`src/rtl/div_pkg.sv`:
```
// Shared definitions for the iterative restoring divider: FSM encoding and default width.
package div_pkg;
  localparam int DIV_WIDTH_DEF = 32;

  typedef enum logic [1:0] {
    DIV_IDLE = 2'd0,
    DIV_RUN  = 2'd1,
    DIV_FIX  = 2'd2
  } div_state_e;
endpackage

```
`src/rtl/div_restore_step.sv`:
```
// One restoring-division step: shift {rem, quo} left, subtract the divisor magnitude when it fits.
module div_restore_step
  import div_pkg::*;
#(
  parameter int WIDTH = DIV_WIDTH_DEF
) (
  input  logic [WIDTH:0]   i_rem,
  input  logic [WIDTH-1:0] i_quo,
  input  logic [WIDTH-1:0] i_div_mag,
  output logic [WIDTH:0]   o_rem,
  output logic [WIDTH-1:0] o_quo
);

  logic [WIDTH+1:0] w_shift;
  logic [WIDTH:0]   w_diff;
  logic             w_ge;

  // The extra top bit keeps the compare exact even though rem never exceeds WIDTH bits in use.
  assign w_shift = {i_rem, i_quo[WIDTH-1]};
  assign w_ge    = (w_shift >= {2'b00, i_div_mag});
  assign w_diff  = w_shift[WIDTH:0] - {1'b0, i_div_mag};

  assign o_rem = w_ge ? w_diff : w_shift[WIDTH:0];
  assign o_quo = {i_quo[WIDTH-2:0], w_ge};

endmodule

```
`src/rtl/divider_iter_sdu.sv`:
```
// Multi-cycle signed/unsigned restoring divider with divide-by-zero fast path and done pulse.
module divider_iter_sdu
  import div_pkg::*;
#(
  parameter int WIDTH = DIV_WIDTH_DEF,
  parameter int CNT_W = $clog2(WIDTH + 1)
) (
  input  logic             i_clk_in,
  input  logic             i_reset,
  input  logic             i_start,
  input  logic             i_is_signed,
  input  logic [WIDTH-1:0] i_dividend,
  input  logic [WIDTH-1:0] i_divisor,
  output logic [WIDTH-1:0] o_quotient,
  output logic [WIDTH-1:0] o_remainder,
  output logic             o_busy,
  output logic             o_done,
  output logic             o_div_by_zero
);

  div_state_e       r_state, w_state_next;
  logic [CNT_W-1:0] r_cnt, w_cnt_next;
  logic [WIDTH:0]   r_rem, w_rem_next;
  logic [WIDTH-1:0] r_quo, w_quo_next;
  logic [WIDTH-1:0] r_div_mag, w_div_mag_next;
  logic             r_sign_q, w_sign_q_next;
  logic             r_sign_r, w_sign_r_next;
  logic [WIDTH-1:0] r_quotient, w_quotient_next;
  logic [WIDTH-1:0] r_remainder, w_remainder_next;
  logic             r_busy, w_busy_next;
  logic             r_done, w_done_next;
  logic             r_dbz, w_dbz_next;

  logic [WIDTH:0]   w_step_rem;
  logic [WIDTH-1:0] w_step_quo;
  logic [WIDTH-1:0] w_dvd_mag;
  logic [WIDTH-1:0] w_dvs_mag;
  logic             w_dvd_neg;
  logic             w_dvs_neg;

  div_restore_step #(.WIDTH(WIDTH)) u_step (
    .i_rem     (r_rem),
    .i_quo     (r_quo),
    .i_div_mag (r_div_mag),
    .o_rem     (w_step_rem),
    .o_quo     (w_step_quo)
  );

  // Unsigned mode never negates, so an MSB-set operand stays a large positive value.
  assign w_dvd_neg = i_is_signed & i_dividend[WIDTH-1];
  assign w_dvs_neg = i_is_signed & i_divisor[WIDTH-1];
  assign w_dvd_mag = w_dvd_neg ? -i_dividend : i_dividend;
  assign w_dvs_mag = w_dvs_neg ? -i_divisor : i_divisor;

  always_comb begin
    w_state_next     = r_state;
    w_cnt_next       = r_cnt;
    w_rem_next       = r_rem;
    w_quo_next       = r_quo;
    w_div_mag_next   = r_div_mag;
    w_sign_q_next    = r_sign_q;
    w_sign_r_next    = r_sign_r;
    w_quotient_next  = r_quotient;
    w_remainder_next = r_remainder;
    w_busy_next      = r_busy;
    w_done_next      = 1'b0;
    w_dbz_next       = r_dbz;

    case (r_state)
      DIV_IDLE: begin
        if (i_start) begin
          if (i_divisor == '0) begin
            w_quotient_next  = '1;
            w_remainder_next = i_dividend;
            w_dbz_next       = 1'b1;
            w_done_next      = 1'b1;
          end else begin
            w_rem_next     = '0;
            w_quo_next     = w_dvd_mag;
            w_div_mag_next = w_dvs_mag;
            w_sign_q_next  = w_dvd_neg ^ w_dvs_neg;
            w_sign_r_next  = w_dvd_neg;
            w_cnt_next     = '0;
            w_busy_next    = 1'b1;
            w_state_next   = DIV_RUN;
          end
        end
      end
      DIV_RUN: begin
        w_rem_next = w_step_rem;
        w_quo_next = w_step_quo;
        w_cnt_next = r_cnt + CNT_W'(1);
        if (r_cnt == CNT_W'(WIDTH - 1)) begin
          w_state_next = DIV_FIX;
        end
      end
      DIV_FIX: begin
        // MIN / -1 yields quo = 2^(WIDTH-1); negating it wraps back to MIN.
        w_quotient_next  = r_sign_q ? -r_quo : r_quo;
        w_remainder_next = r_sign_r ? -r_rem[WIDTH-1:0] : r_rem[WIDTH-1:0];
        w_dbz_next       = 1'b0;
        w_done_next      = 1'b1;
        w_busy_next      = 1'b0;
        w_state_next     = DIV_IDLE;
      end
      default: begin
        w_state_next = DIV_IDLE;
        w_busy_next  = 1'b0;
      end
    endcase
  end

  always_ff @(posedge i_clk_in) begin
    if (i_reset) begin
      r_state     <= DIV_IDLE;
      r_cnt       <= '0;
      r_rem       <= '0;
      r_quo       <= '0;
      r_div_mag   <= '0;
      r_sign_q    <= 1'b0;
      r_sign_r    <= 1'b0;
      r_quotient  <= '0;
      r_remainder <= '0;
      r_busy      <= 1'b0;
      r_done      <= 1'b0;
      r_dbz       <= 1'b0;
    end else begin
      r_state     <= w_state_next;
      r_cnt       <= w_cnt_next;
      r_rem       <= w_rem_next;
      r_quo       <= w_quo_next;
      r_div_mag   <= w_div_mag_next;
      r_sign_q    <= w_sign_q_next;
      r_sign_r    <= w_sign_r_next;
      r_quotient  <= w_quotient_next;
      r_remainder <= w_remainder_next;
      r_busy      <= w_busy_next;
      r_done      <= w_done_next;
      r_dbz       <= w_dbz_next;
    end
  end

  assign o_quotient    = r_quotient;
  assign o_remainder   = r_remainder;
  assign o_busy        = r_busy;
  assign o_done        = r_done;
  assign o_div_by_zero = r_dbz;

endmodule

```
`config.mk`:
```
export PLATFORM = sky130hd
export DESIGN_NAME = divider_iter_sdu
export DESIGN_NICKNAME = d
export VERILOG_FILES = /design/src/rtl/div_pkg.sv /design/src/rtl/div_restore_step.sv /design/src/rtl/divider_iter_sdu.sv
export SDC_FILE = /design/constraint.sdc
export NUM_CORES = 1
export LEC_CHECK = 0
export BUFFER_PORTS_ARGS = -buffer_cell sky130_fd_sc_hd__buf_2
export CORE_AREA = 2 2 172 241
export DETAILED_ROUTE_END_ITERATION = 6
export DIE_AREA = 0 0 174 243
export GPL_TIMING_DRIVEN = 0
export PLACE_DENSITY = 0.57
export SYNTH_ARGS = -nofsm -noshare
export SYNTH_HDL_FRONTEND = slang
export SYNTH_HIERARCHICAL = 1
export SYNTH_SLANG_ARGS = --single-unit
```
`constraint.sdc`:
```
create_clock -name i_clk_in -period 3.5 [get_ports i_clk_in]
set_input_delay 1.05 -clock i_clk_in [delete_from_list [all_inputs] [get_ports i_clk_in]]
set_output_delay 1.05 -clock i_clk_in [all_outputs]
set_load 0.005 [all_outputs]
```
==> run_summary.xml <==
<?xml version="1.0" encoding="UTF-8"?>
<metrics>
  <group name="route">
    <metric name="dr_total_vias" unit="">12000</metric>
    <metric name="post-route-drc-count" unit="">0</metric>
    <metric name="initialDrtViolationCount" unit="">814</metric>
    <metric name="drt.antenna.violating_nets" unit="">0</metric>
    <metric name="drt-total-wl" unit="um">46000</metric>
    <metric name="routed_wirelength_normalized_by_instance_count" unit="um">20.6</metric>
    <metric name="detail_route.first_pass.iterations" unit="">6</metric>
    <metric name="post_drt_via_cell_ratio" unit="">5.36</metric>
  </group>
  <group name="global_route">
    <metric name="grt_pass1_vias" unit="">11800</metric>
    <metric name="grt_pass1_wl" unit="um">69300</metric>
    <metric name="overflow" unit="">0</metric>
    <metric name="grt_usage" unit="%">21.5</metric>
    <metric name="grt_antenna_before_repair" unit="">0</metric>
    <metric name="pin_count_of_the_biggest_net_entering_global_routing" unit="">17</metric>
  </group>
  <group name="cts">
    <metric name="cts_made_buffers" unit="">17</metric>
    <metric name="clock_tree.root_cell" unit="">sky130_fd_sc_hd__clkbuf_16</metric>
    <metric name="cts.path.max_buffers" unit="">2</metric>
    <metric name="cts_tree" unit="">done</metric>
    <metric name="path_clk_slew" unit="ns">0.07</metric>
    <metric name="cts.sink_count" unit="">174</metric>
    <metric name="insertion_delay" unit="ns">0.46</metric>
    <metric name="htree_num_levels" unit="">4</metric>
  </group>
  <group name="critical_path">
    <metric name="endpoint_kind" unit="">register</metric>
    <metric name="cpMostUsedCell" unit="">sky130_fd_sc_hd__buf_2</metric>
    <metric name="worst_setup_path_start_kind" unit="">primary input</metric>
    <metric name="timing.critical_path.buf_inv" unit="">5</metric>
    <metric name="cp_slowest_cell" unit="">sky130_fd_sc_hd__nor4b_2</metric>
    <metric name="worst_ep_required_time" unit="ns">3.88</metric>
    <metric name="timing_worst_setup_path_type" unit="">in2reg</metric>
    <metric name="worstPathMaxFanout" unit="">10</metric>
    <metric name="cp_slowest_stage_delay" unit="ns">0.41</metric>
    <metric name="arrival_time_of_the_worst_setup_path" unit="ns">3.70</metric>
    <metric name="timing.critical_path.cells" unit="">buf_2, inv_1, ha_1, nor4b_2, nand4_1, buf_4, or4_1, buf_2, nand2_1, buf_2, o211ai_1, a21oi_1</metric>
    <metric name="crit_family" unit="">simple AND/OR/NAND/NOR gates</metric>
  </group>
  <group name="placement">
    <metric name="numPortBuffers" unit="">132</metric>
    <metric name="placed_cells_incl_taps" unit="">2198</metric>
    <metric name="dpl_cell_area" unit="um2">13200</metric>
    <metric name="globalplace.congestion" unit="">0.962</metric>
    <metric name="place_hpwl" unit="um">37300</metric>
    <metric name="preCtsSetupSlack" unit="ns">-0.779</metric>
  </group>
  <group name="timing">
    <metric name="finalHoldViolCount" unit="">0</metric>
    <metric name="fin_tns_setup" unit="ns">0</metric>
    <metric name="postLayoutSetupSlackWorst" unit="ns">0.184</metric>
    <metric name="setup_repair_after_global_routing_missed_its_margin" unit="">no</metric>
    <metric name="final-setup-viol-count" unit="">0</metric>
    <metric name="maxClockFrequency" unit="GHz">0.302</metric>
    <metric name="worst-slew-pin-transition" unit="ns">1.12</metric>
    <metric name="max_slew_margin" unit="%">24.4</metric>
    <metric name="finalMaxSlewViolations" unit="">0</metric>
    <metric name="worst_hold_slack" unit="ns">0.452</metric>
    <metric name="layout_worst_path_cycle_share" unit="%">94.7</metric>
    <metric name="fin_crit" unit="ns">3.32</metric>
    <metric name="clock-skew-final" unit="ns">0.0104</metric>
  </group>
  <group name="floorplanning">
    <metric name="floorplan.die_area" unit="um2">42300</metric>
    <metric name="rows" unit="">87</metric>
    <metric name="boundaryPins" unit="">135</metric>
    <metric name="dieWidth" unit="um">174</metric>
    <metric name="die_h" unit="um">243</metric>
    <metric name="starting_density" unit="%">29.6</metric>
    <metric name="coreArea" unit="um2">40100</metric>
  </group>
  <group name="cells_and_area">
    <metric name="num-nets-final" unit="">1794</metric>
    <metric name="sequential_cell_area" unit="um2">3490</metric>
    <metric name="post-route-util" unit="%">34.6</metric>
    <metric name="final.fill_count" unit="">4381</metric>
    <metric name="finalInstanceArea" unit="um2">13900</metric>
    <metric name="syn_to_final_growth" unit="%">16.9</metric>
    <metric name="final_common_cell" unit="">sky130_fd_sc_hd__nor2_1</metric>
    <metric name="antenna-diode-count" unit="">0</metric>
    <metric name="drive_gt1_share" unit="%">17.0</metric>
    <metric name="most-common-layout-cells" unit="">sky130_fd_sc_hd__nor2_1 (205), sky130_fd_sc_hd__dfxtp_1 (170), sky130_fd_sc_hd__buf_2 (146)</metric>
    <metric name="layoutNonFillerInstCount" unit="">2235</metric>
    <metric name="area_used_by_multi_input_combinational_logic" unit="um2">7500</metric>
  </group>
  <group name="yosys">
    <metric name="synth-seq-cells" unit="">174</metric>
    <metric name="netlist_instances" unit="">1532</metric>
    <metric name="synth_nets" unit="">1638</metric>
    <metric name="synth_enable_flop_cells" unit="">0</metric>
    <metric name="yosysTopAreaCellShare" unit="%">29.4</metric>
    <metric name="synth.avg_cell_area" unit="um2">7.74</metric>
    <metric name="synth.largest_area_cell" unit="">sky130_fd_sc_hd__dfxtp_1</metric>
    <metric name="ys.warnings.count" unit="">6</metric>
    <metric name="most_area_consuming_cells_after_synthesis" unit="">sky130_fd_sc_hd__dfxtp_1 (29%), sky130_fd_sc_hd__nor2_1 (6.5%), sky130_fd_sc_hd__xnor2_1 (6.4%)</metric>
    <metric name="yosysUniqueCellTypes" unit="">79</metric>
    <metric name="syn-cell-area" unit="um2">11900</metric>
    <metric name="synth-seq-area-share" unit="%">29.4</metric>
    <metric name="synth-async-reset-ratio" unit="%">0</metric>
    <metric name="synth_top_flop_cell" unit="">sky130_fd_sc_hd__dfxtp_1</metric>
  </group>
  <group name="run_status">
    <metric name="run_status" unit="">finished, final reports clean</metric>
  </group>
  <group name="run">
    <metric name="drv.max_cap_violation_count" unit="">0</metric>
  </group>
  <group name="worst_hold_path">
    <metric name="hold_path.class" unit="">reg2reg</metric>
  </group>
  <group name="power">
    <metric name="ir_worst_vdd" unit="mV">0.472</metric>
    <metric name="power_leakage" unit="nW">5.53</metric>
    <metric name="power_density" unit="nW/um2">621</metric>
    <metric name="fin_total_pwr" unit="mW">8.61</metric>
  </group>
</metrics>
-- synth_stat cells, types with 5 or more instances --
library cell	instances
sky130_fd_sc_hd__a2111oi_0	7
sky130_fd_sc_hd__a211o_1	8
sky130_fd_sc_hd__a211oi_1	56
sky130_fd_sc_hd__a21o_1	11
sky130_fd_sc_hd__a21oi_1	115
sky130_fd_sc_hd__a22oi_1	37
sky130_fd_sc_hd__a31o_2	5
sky130_fd_sc_hd__a31oi_1	11
sky130_fd_sc_hd__and2_1	7
sky130_fd_sc_hd__and3_1	9
sky130_fd_sc_hd__buf_2	15
sky130_fd_sc_hd__buf_4	37
sky130_fd_sc_hd__buf_6	6
sky130_fd_sc_hd__clkbuf_1	72
sky130_fd_sc_hd__dfxtp_1	174
sky130_fd_sc_hd__ha_1	37
sky130_fd_sc_hd__inv_1	66
sky130_fd_sc_hd__mux2_2	10
sky130_fd_sc_hd__mux2i_1	20
sky130_fd_sc_hd__nand2_1	116
sky130_fd_sc_hd__nand2b_1	10
sky130_fd_sc_hd__nand3_1	30
sky130_fd_sc_hd__nand4_1	10
sky130_fd_sc_hd__nor2_1	205
sky130_fd_sc_hd__nor3_1	32
sky130_fd_sc_hd__nor4_1	17
sky130_fd_sc_hd__o211ai_1	21
sky130_fd_sc_hd__o21ai_0	60
sky130_fd_sc_hd__o21bai_1	5
sky130_fd_sc_hd__o221a_2	7
sky130_fd_sc_hd__o221ai_1	6
sky130_fd_sc_hd__o22ai_1	12
sky130_fd_sc_hd__o31ai_1	37
sky130_fd_sc_hd__o41ai_1	23
sky130_fd_sc_hd__or2_2	8
sky130_fd_sc_hd__or3_1	16
sky130_fd_sc_hd__or4_1	10
sky130_fd_sc_hd__xnor2_1	87
sky130_fd_sc_hd__xor2_1	52
-- worst reg2reg max path, delay by kind of cell (launching register included) --
kind | cells | cell delay (ns)
buffers and inverters | 1 | 0.17
multiplexers | 1 | 0.27
flip-flops | 1 | 0.41
AO/OA/AOI/OAI | 5 | 1.17
adder cells (fa/ha/maj) | 1 | 0.33
AND/OR/NAND/NOR | 3 | 0.65
XOR/XNOR | 1 | 0.15
-- repair_timing --
| action | in CTS | in global routing |
|---|---|---|
| resized for setup | 8 | 15 |
| buffers inserted | 1 | 8 |
| hold buffers | 0 | 0 |
| pin swaps | 1 | 5 |
| setup endpoints to repair | 59 | 76 |
-- kinds of logic (layout without fill, tap and decap cells) --
logic type | count (synthesis) | after routing | synth area share [%]
and+or+nand+nor | 493 | 493 | 19.1
adders and majority gates | 38 | 38 | 4.07
buffers and inverters | 199 | 368 | 8.00
xor gates and xnor gates | 139 | 139 | 10.3
DFF | 174 | 174 | 29.4
muxes | 30 | 30 | 2.64
AOI/OAI and AO/OA | 459 | 459 | 26.6
-- state kept, by name, indices dropped and copies added (netlist names), 2 cells and up --
name	cells
o_quotient	32
r_rem	33
r_div_mag	32
r_cnt	6
r_quo	32
o_remainder	32
r_state	2
-- area by class of cell --
type                            count  share of cell area, %
Buffer                            128                   4.97
Clock buffer                       19                   3.27
Clock inverter                     13                  0.658
Inverter                           67                   1.81
Multi-Input combinational cell   1159                   54.1
Sequential cell                   174                   25.1
Tap cell                          534                   4.82
Timing Repair Buffer              141                   5.25
-- report_power, final --
part | leakage, nW | switching [mW] | internal (mW) | total [mW]
combinational | 3.85 | 2.57 | 1.80 | 4.38
sequential | 1.42 | 0.268 | 2.14 | 2.41
clock | 0.253 | 0.880 | 0.942 | 1.82
-- layer usage --
metal | vias up | wire length, um | share of wire (%) | GRT usage (%)
met5 | - | 0 | 0 | 0
li1 | 5825 | - | - | -
met4 | 0 | 3230 | 7.0 | 15.1
met1 | 5668 | 16900 | 37 | 21.2
met3 | 122 | 1800 | 3.9 | 3.13
met2 | 365 | 24100 | 52 | 40.7
-- path summary, 6_finish.rpt --
check | from | end | slack (ns) | cells past startpoint
setup / recovery | i_divisor[0] | o_remainder[2] | 0.18 | 12
hold / removal | o_remainder[14] | o_remainder[14] | 0.45 | 2
hold reg to reg | o_remainder[14] | o_remainder[14] | 0.45 | 2
setup reg to reg | r_rem[14] | r_rem[29] | 0.20 | 12
(Power assumes the default switching activity.)
